<file path="src/rtl/io_input_pkg.sv">
// Shared constants for the input controller: register offsets (addr[7:2]) and defaults.
package io_input_pkg;

    localparam int unsigned DEBOUNCE_CYCLES_DEF = 50000;
    localparam int unsigned NUM_KEYS_DEF        = 4;
    localparam int unsigned NUM_SW              = 10;

    // Offsets all carry bit 5 set, which is addr[7], the IO-region select.
    localparam logic [5:0] OFF_SW_LO  = 6'b110000;
    localparam logic [5:0] OFF_SW_HI  = 6'b110001;
    localparam logic [5:0] OFF_KEY    = 6'b110010;
    localparam logic [5:0] OFF_EDGE   = 6'b110011;
    localparam logic [5:0] OFF_STATUS = 6'b110100;
    localparam logic [5:0] OFF_MASK   = 6'b110101;

    function automatic logic [5:0] reg_offset(input logic [31:0] addr);
        return addr[7:2];
    endfunction

endpackage

</file>
<file path="src/rtl/io_debounce.sv">
// Two-flop synchronizer followed by a consecutive-cycle debouncer for one input bit.
module io_debounce
    import io_input_pkg::*;
#(
    parameter int unsigned DEBOUNCE_CYCLES = DEBOUNCE_CYCLES_DEF,
    parameter logic        RESET_LEVEL     = 1'b0
) (
    input  logic clock,
    input  logic reset,
    input  logic din,
    output logic level
);

    localparam int unsigned CW = $clog2(DEBOUNCE_CYCLES + 1);

    logic          sync_q1;
    logic          sync_q2;
    logic [CW-1:0] cnt_q;
    logic          level_q;

    always_ff @(posedge clock) begin
        if (reset) begin
            sync_q1 <= 1'b0;
            sync_q2 <= 1'b0;
            cnt_q   <= '0;
            level_q <= RESET_LEVEL;
        end else begin
            sync_q1 <= din;
            sync_q2 <= sync_q1;
            // Any cycle matching the accepted level restarts the count.
            if (sync_q2 == level_q) begin
                cnt_q <= '0;
            end else if (cnt_q == CW'(DEBOUNCE_CYCLES - 1)) begin
                level_q <= sync_q2;
                cnt_q   <= '0;
            end else begin
                cnt_q <= cnt_q + CW'(1);
            end
        end
    end

    assign level = level_q;

endmodule

</file>
<file path="src/rtl/io_input_ctrl.sv">
// Memory-mapped switch/push-button input controller with key edge capture.
// Define IO_INPUT_IRQ_EN to add the key interrupt mask register and a live irq output.
module io_input_ctrl
    import io_input_pkg::*;
#(
    parameter int unsigned DEBOUNCE_CYCLES = DEBOUNCE_CYCLES_DEF,
    parameter int unsigned NUM_KEYS        = NUM_KEYS_DEF
) (
    input  logic                clock,
    input  logic                reset,
    input  logic [31:0]         addr,
    input  logic                rd,
    input  logic                we,
    input  logic [31:0]         datain,
    input  logic [NUM_SW-1:0]   sw,
    input  logic [NUM_KEYS-1:0] key,
    output logic [31:0]         io_read_data,
    output logic                irq
);

    logic [NUM_SW-1:0]   sw_db;
    logic [NUM_KEYS-1:0] key_db;
    logic [NUM_KEYS-1:0] key_level;

    for (genvar i = 0; i < NUM_SW; i++) begin : g_sw
        io_debounce #(
            .DEBOUNCE_CYCLES(DEBOUNCE_CYCLES),
            .RESET_LEVEL    (1'b0)
        ) u_sw_db (
            .clock(clock),
            .reset(reset),
            .din  (sw[i]),
            .level(sw_db[i])
        );
    end

    // Keys are active-low, so the debouncer rests at 1 (released).
    for (genvar i = 0; i < NUM_KEYS; i++) begin : g_key
        io_debounce #(
            .DEBOUNCE_CYCLES(DEBOUNCE_CYCLES),
            .RESET_LEVEL    (1'b1)
        ) u_key_db (
            .clock(clock),
            .reset(reset),
            .din  (key[i]),
            .level(key_db[i])
        );
    end

    assign key_level = ~key_db;

    logic [5:0]          offset;
    logic                rd_hit;
    logic                wr_hit;
    logic [NUM_SW-1:0]   sw_prev_q;
    logic [NUM_KEYS-1:0] key_prev_q;
    logic [NUM_KEYS-1:0] edge_q;
    logic [NUM_KEYS-1:0] edge_d;
    logic [NUM_KEYS-1:0] edge_clr;
    logic                sw_changed_q;
    logic                sw_changed_d;
    logic [31:0]         rd_mux;
    logic [31:0]         rdata_q;
    logic [31:0]         rdata_d;

    assign offset = reg_offset(addr);
    assign rd_hit = rd & addr[7];
    assign wr_hit = we & addr[7];

`ifdef IO_INPUT_IRQ_EN
    logic [NUM_KEYS-1:0] mask_q;
    logic [NUM_KEYS-1:0] mask_d;
    logic                irq_q;
    logic                irq_d;
`endif

    // Read mux sees only pre-edge state, so a same-cycle write is never visible.
    always_comb begin
        rd_mux = '0;
        case (offset)
            OFF_SW_LO:  rd_mux = {27'b0, sw_db[4:0]};
            OFF_SW_HI:  rd_mux = {27'b0, sw_db[9:5]};
            OFF_KEY:    rd_mux = 32'(key_level);
            OFF_EDGE:   rd_mux = 32'(edge_q);
            OFF_STATUS: rd_mux = {30'b0, |edge_q, sw_changed_q};
`ifdef IO_INPUT_IRQ_EN
            OFF_MASK:   rd_mux = 32'(mask_q);
`endif
            default:    rd_mux = '0;
        endcase
    end

    always_comb begin
        edge_clr     = '0;
        edge_d       = edge_q;
        sw_changed_d = sw_changed_q;
        rdata_d      = rdata_q;
        if (wr_hit && offset == OFF_EDGE) begin
            edge_clr = datain[NUM_KEYS-1:0];
        end
        // Press events are OR-ed in after the clear so they win.
        edge_d = (edge_q & ~edge_clr) | (key_level & ~key_prev_q);
        if (sw_db != sw_prev_q) begin
            sw_changed_d = 1'b1;
        end else if (rd_hit && offset == OFF_STATUS) begin
            sw_changed_d = 1'b0;
        end
        if (rd_hit) begin
            rdata_d = rd_mux;
        end
    end

    always_ff @(posedge clock) begin
        if (reset) begin
            sw_prev_q    <= '0;
            key_prev_q   <= '0;
            edge_q       <= '0;
            sw_changed_q <= 1'b0;
            rdata_q      <= '0;
        end else begin
            sw_prev_q    <= sw_db;
            key_prev_q   <= key_level;
            edge_q       <= edge_d;
            sw_changed_q <= sw_changed_d;
            rdata_q      <= rdata_d;
        end
    end

`ifdef IO_INPUT_IRQ_EN
    always_comb begin
        mask_d = mask_q;
        if (wr_hit && offset == OFF_MASK) begin
            mask_d = datain[NUM_KEYS-1:0];
        end
        // Built from next-state so a clear drops irq on the same edge it lands.
        irq_d = |(edge_d & mask_d);
    end

    always_ff @(posedge clock) begin
        if (reset) begin
            mask_q <= '0;
            irq_q  <= 1'b0;
        end else begin
            mask_q <= mask_d;
            irq_q  <= irq_d;
        end
    end

    assign irq = irq_q;
`else
    assign irq = 1'b0;
`endif

    assign io_read_data = rdata_q;

endmodule

</file>
<file path="config.mk">
export PLATFORM = sky130hd
export DESIGN_NAME = io_input_ctrl
export DESIGN_NICKNAME = d
export VERILOG_FILES = /design/src/rtl/io_input_pkg.sv /design/src/rtl/io_debounce.sv /design/src/rtl/io_input_ctrl.sv
export SDC_FILE = /design/constraint.sdc
export NUM_CORES = 1
export LEC_CHECK = 0
export BUFFER_PORTS_ARGS = -buffer_cell sky130_fd_sc_hd__buf_2
export CELL_PAD_IN_SITES_DETAIL_PLACEMENT = 1
export CELL_PAD_IN_SITES_GLOBAL_PLACEMENT = 1
export CORE_AREA = 2 2 227 229
export DETAILED_ROUTE_END_ITERATION = 10
export DIE_AREA = 0 0 229 231
export GPL_TIMING_DRIVEN = 1
export PLACE_DENSITY = 0.6
export RECOVER_POWER = 25
export SYNTH_ARGS = -nofsm -noshare
export SYNTH_HDL_FRONTEND = slang
export SYNTH_SLANG_ARGS = --single-unit
export TNS_END_PERCENT = 100
</file>
<file path="constraint.sdc">
create_clock -name clock -period 2.3 [get_ports clock]
set_input_delay 0.46 -clock clock [delete_from_list [all_inputs] [get_ports clock]]
set_output_delay 0.46 -clock clock [all_outputs]
set_load 0.01 [all_outputs]
</file>
# Word-level counts from Yosys, hierarchy flattened
# Index checks and enable logic that the tools add are counted.
dict set report totals {
  regBits 317
  elab_cells 167
}
dict set report classes {
  n_addsub 14
  n_eq_ne 34
  n_mux 4
  n_bitwise 22
  reduce_logical 32
}
# op count
set op_table {}
lappend op_table {{adder 16 x 1 -> 16 bit, second input constant} 14}
lappend op_table {{== test 16 bit, second input constant} 14}
lappend op_table {{OR reduction 3 bit} 14}
lappend op_table {{== test 6 bit, second input constant} 5}
lappend op_table {{AND reduction 2 bit} 14}
lappend op_table {{one-hot mux 5 bit (5 select lines)} 1}
lappend op_table {{== test 1 bit} 14}
lappend op_table {{inverter 1 bit} 14}
lappend op_table {{inverter 4 bit} 3}
lappend op_table {{!= test 10 bit} 1}
lappend op_table {{AND 4 bit} 2}
lappend op_table {{two-way mux 4 bit} 1}
lappend op_table {{bitwise OR 4 bit} 1}
lappend op_table {{OR reduction 4 bit} 1}
lappend op_table {{AND 1 bit} 2}
lappend op_table {{logical AND 1 bit} 2}
lappend op_table {{two-way mux 1 bit} 2}
lappend op_table {{nonzero test 2 bit} 1}

# Logic depth before layout (Yosys ltp)
dict set report depth {
  word_depth 6
  mapped_depth 7
  ltp_nobuf 5
}

# By module
# A second synthesis with hierarchy kept.
dict set report hier_totals {
  hier_cells 1359
  hier_area_um2 12926.1
}
# mod instances cells_per_inst area_per_inst_um2
set modules_own_cells {}
lappend modules_own_cells {{io_debounce (g_sw[0].u_sw_db ...)} 9 87 847.1}
lappend modules_own_cells {{io_debounce (g_key[0].u_key_db ...)} 4 88 807.0}
lappend modules_own_cells {io_input_ctrl 1 136 1252.5}
lappend modules_own_cells {{io_debounce (g_sw[9].u_sw_db)} 1 88 822.0}

# Least setup slack after synthesis
# Ideal clock, no wire load.
dict set report synth_path {
  kind {flip-flop to flip-flop}
  start {register g_sw[4].u_sw_db.cnt_q[11]}
  end {register g_sw[4].u_sw_db.cnt_q[9]}
  setup_time_ps 115
  arrival_ps 1654
  required_ps 2185
  path_slack_ps 531
  stages_incl_launch_ff 6
  n_path_buf 1
  period_less_slack_ps 1769
  path_cell_list {dfxtp_1 or4b_1 or4_4 nand2_4 buf_8 nor2_2}
}
dict set report synth_between {
  elab_chain_cells 2
}
# element line
set synth_rtl {}
lappend synth_rtl {{start, declared} io_debounce.sv:18} ;# logic [CW-1:0] cnt_q;
lappend synth_rtl {{start signal, assigned} io_debounce.sv:37} ;# cnt_q <= cnt_q + CW'(1);
lappend synth_rtl {{== test 16 bit} io_debounce.sv:33} ;# end else if (cnt_q == CW'(DEBOUNCE_CYCLES - 1)) begin
lappend synth_rtl {{OR reduction 3 bit (no source line)} --}
# Every way passes these cells.
# A chain may end at the register's enable or synchronous reset.

# Worst setup path in the final report
dict set report layout_path {
  start {register g_sw[7].u_sw_db.cnt_q[7]}
  end {register g_sw[7].u_sw_db.cnt_q[15]}
}
dict set report layout_between {
  elab_chain_cells 2
  elab_cells_between_ends 3
  classes_between {add/sub: 1; eq/ne: 1; reduce/logical: 1}
}
# element line
set layout_rtl {}
lappend layout_rtl {{start, declared} io_debounce.sv:18}
lappend layout_rtl {{start signal, assigned} io_debounce.sv:37}
lappend layout_rtl {{parallel branches: the longest is 2 deep, another holds adder 16 x 1 -> 16 bit} --}
# Several ways; the timed one is not identified.

==> summary.txt <==
Synth Area per Inst = 9.12 µm²
post-synthesis cell type count = 59
Setup crit start kind = flip-flop
static leakage = 4.65 nW
fraction of registers with async set/reset = 0%
DRC viols = 0
worst skew pair latency = 0.53 ns
synthesis-stage register bit count = 290
Worst Hold Class = in2reg
Worst Max-Slew Pin Slew = 1.06 ns
Fin. Hold Viols = 0
Critical Path Max Stage Delay = 0.56 ns
Ys Warns = 0
DR pass1 iterations = 4
Routed WL = 27,900 µm
# clock sinks = 290
final core occ = 28.8%
vias in the first global route = 9,726
Layout area overhead = 16.5%
Die Width = 229 µm
crit path kind = reg2reg
Initial Util = 24.7%
Die Ht = 231 µm
nets = 1,525
CTS tree = done
fmax = 527 MHz
CP Cell Sequence = or4_1 > or4_4 > nand2_2 > nor2_1
Pwr per Cell Area = 766 nW/µm²
DR vias/cell = 4.41
Final Cycle Share = 82.6%
Core ar. = 50,700 µm²
IO buf count = 32
wire length per cell = 13.1 µm
Slew HR = 29.3%
root buffer selected by CTS = clkbuf_16
GP Congestion = 0.756
number of core rows = 83
DRT iter0 DRCs = 368
final worst path period need = 1.90 ns
RSZ-0062 raised after global routing = false
crit path DAT = 2.30 ns
Synth Cell Area = 12,500 µm²
setup bufs post-CTS = 0
Worst-path clk slew = 0.06 ns
Die Footprint = 52,900 µm²
Longest Clk Path Bufs = 3
main area contributors after synthesis = dfxtp_1 (46%), xnor2_1 (12%), nor2_1 (7.3%), nand4_1 (3.2%), xor2_1 (2.9%)
H-tree depth = 2
pin count of the biggest net entering global routing = 26
first-pass GRT wire length = 47,700 µm
DP Wirelength = 19,700 µm
CTS Hold Bufs = 0
Routed Antenna Nets = 0
# diodes = 0
vias = 9,434
Max Clock Skew = 0.0121 ns
final setup violation count = 0
Syn Inst Count = 1,375
Yosys top cell area share = 46.3%
max cap viols = 0
sequential area share after synthesis = 46.3%
maximum vdd ir drop = 0.311 mV
CP max FO = 14
Post-CTS Resized = 0
post-synth top area cell = dfxtp_1
GRT Resource Usage Total = 10.7%
initial antenna violation count = 1
number of synthesized flops with an enable pin = 0
outcome = finished, final reports clean
CTS buffer count = 37
Critical Path RT = 2.70 ns
dominant synthesized flop cell = dfxtp_1
total global routing overflow = 0
Setup crit end kind = flip-flop
CP max stage cell = or4_4
setup tns final = 0 ns
Top Ports = 115
Final Max Tran Viols = 0
layout cells sized above 1 = 9.20%
## synthesized netlist by cell type (all sizes together), types with 4 or more instances
library cell and count:
dfxtp 290, nor2 258, xnor2 169, nand3 68, nand4 64, nor3 62, nand2 60, nor4 57
inv 44, xor2 41, nor2b 40, buf 39, and3 27, clkbuf 17, mux2i 15, ha 14
a21oi 13, nor4b 13, or4 12, nor4bb 11, or2 7, or3 6, and4b 5, a32oi 4
nand4b 4, o21ai 4, o31ai 4
## final timing paths
check | startpoint | endpoint | slack [ns] | cells past startpoint
setup / recovery | g_sw[7].u_sw_db.cnt_q[7]$_SDFF_PP0_ | g_sw[7].u_sw_db.cnt_q[15]$_SDFF_PP0_ | 0.40 | 4
hold / removal | sw[6] | g_sw[6].u_sw_db.sync_q1$_SDFF_PP0_ | 0.15 | 2
setup reg to reg | g_sw[7].u_sw_db.cnt_q[7]$_SDFF_PP0_ | g_sw[7].u_sw_db.cnt_q[15]$_SDFF_PP0_ | 0.40 | 4
hold reg to reg | g_key[2].u_key_db.sync_q1$_SDFF_PP0_ | g_key[2].u_key_db.sync_q2$_SDFF_PP0_ | 0.44 | 1
## sequential cells by signal, summed over array words and instances, names as in the netlist, 5 cells and up
| signal | cells |
|---|---|
| g_sw.u_sw_db.cnt_q | 160 |
| g_key.u_key_db.cnt_q | 64 |
| g_sw.u_sw_db.level | 10 |
| g_sw.u_sw_db.sync_q1 | 10 |
| g_sw.u_sw_db.sync_q2 | 10 |
| sw_prev_q | 10 |
| io_read_data | 5 |
## cell type report
cell class / instances / area [µm²]
inverters: 44 / 165
clock buffers: 57 / 1140
flip-flops and latches: 290 / 5810
multi-input cells: 1011 / 6280
fillers: 5911 / 36100
well taps: 680 / 851
repair buffers: 45 / 248
clock inverters: 10 / 108
## cells in the final DEF, fill, tap and decap left out, drive strengths merged, types with 4 or more instances in the layout
cell type	instances
o31ai	4
o21ai	4
xor2	41
nor2	258
nand4b	4
nor4b	13
conb	28
xnor2	169
nand3	68
or3	6
clkbuf	65
and3	27
a21oi	13
nand4	64
nor3	62
nor2b	40
and4b	5
inv	46
ha	14
or2	7
or4	12
a32oi	4
nor4bb	11
nor4	57
nand2	60
buf	37
clkinv	6
dfxtp	290
mux2i	15
## per-stage QoR
step | cells | instance area (µm²) | setup slack [ns] | hold slack, ns | total power [mW]
3_5_place_dp | 2070 | 13400 | 0.400 | 0.432 | 5.46
5_1_grt | 2137 | 14600 | 0.290 | 0.136 | 11.7
6_report | 2137 | 14600 | 0.401 | 0.147 | 11.2
4_1_cts | 2137 | 14600 | 0.386 | 0.120 | 11.4
2_1_floorplan | 1402 | 12600 | 0.531 | 0.414 | 5.40
3_3_place_gp | 2070 | 13400 | 0.416 | 0.417 | 5.45
## report_power, final
part / internal (mW) / switching [mW] / leakage (nW)
Sequential: 5.07 / 0.0345 / 2.34
Clock: 3.65 / 2.20 / 0.623
Combinational: 0.0739 / 0.155 / 1.68
Total: 8.79 / 2.39 / 4.65
## layer usage
metal | vias to the layer above | global-route usage, % | wire length (µm)
met5 | - | 0 | 0
met4 | 0 | 3.53 | 603
met3 | 46 | 2.31 | 1000
met2 | 101 | 17.2 | 12300
met1 | 4503 | 14.2 | 14000
li1 | 4784 | - | -
## worst max-delay path: cells and delay by family, from the launching register on
kind	cells	cell delay [ns]
simple gates	4	1.42
flops	1	0.35
## logic make-up (layout without fill, tap and decap cells)
logic type,count (synthesis),count (layout),share of synthesized area [%]
and+or+nand+nor,709,709,29.8
DFF,290,290,46.3
xor gates and xnor gates,210,210,14.7
buffers and inverters,101,156,4.37
AOI/OAI and AO/OA,32,32,1.63
muxes,18,18,1.74
adders and majority gates,14,14,1.40
other,1,28,0.0299
(Power assumes the default switching activity.)
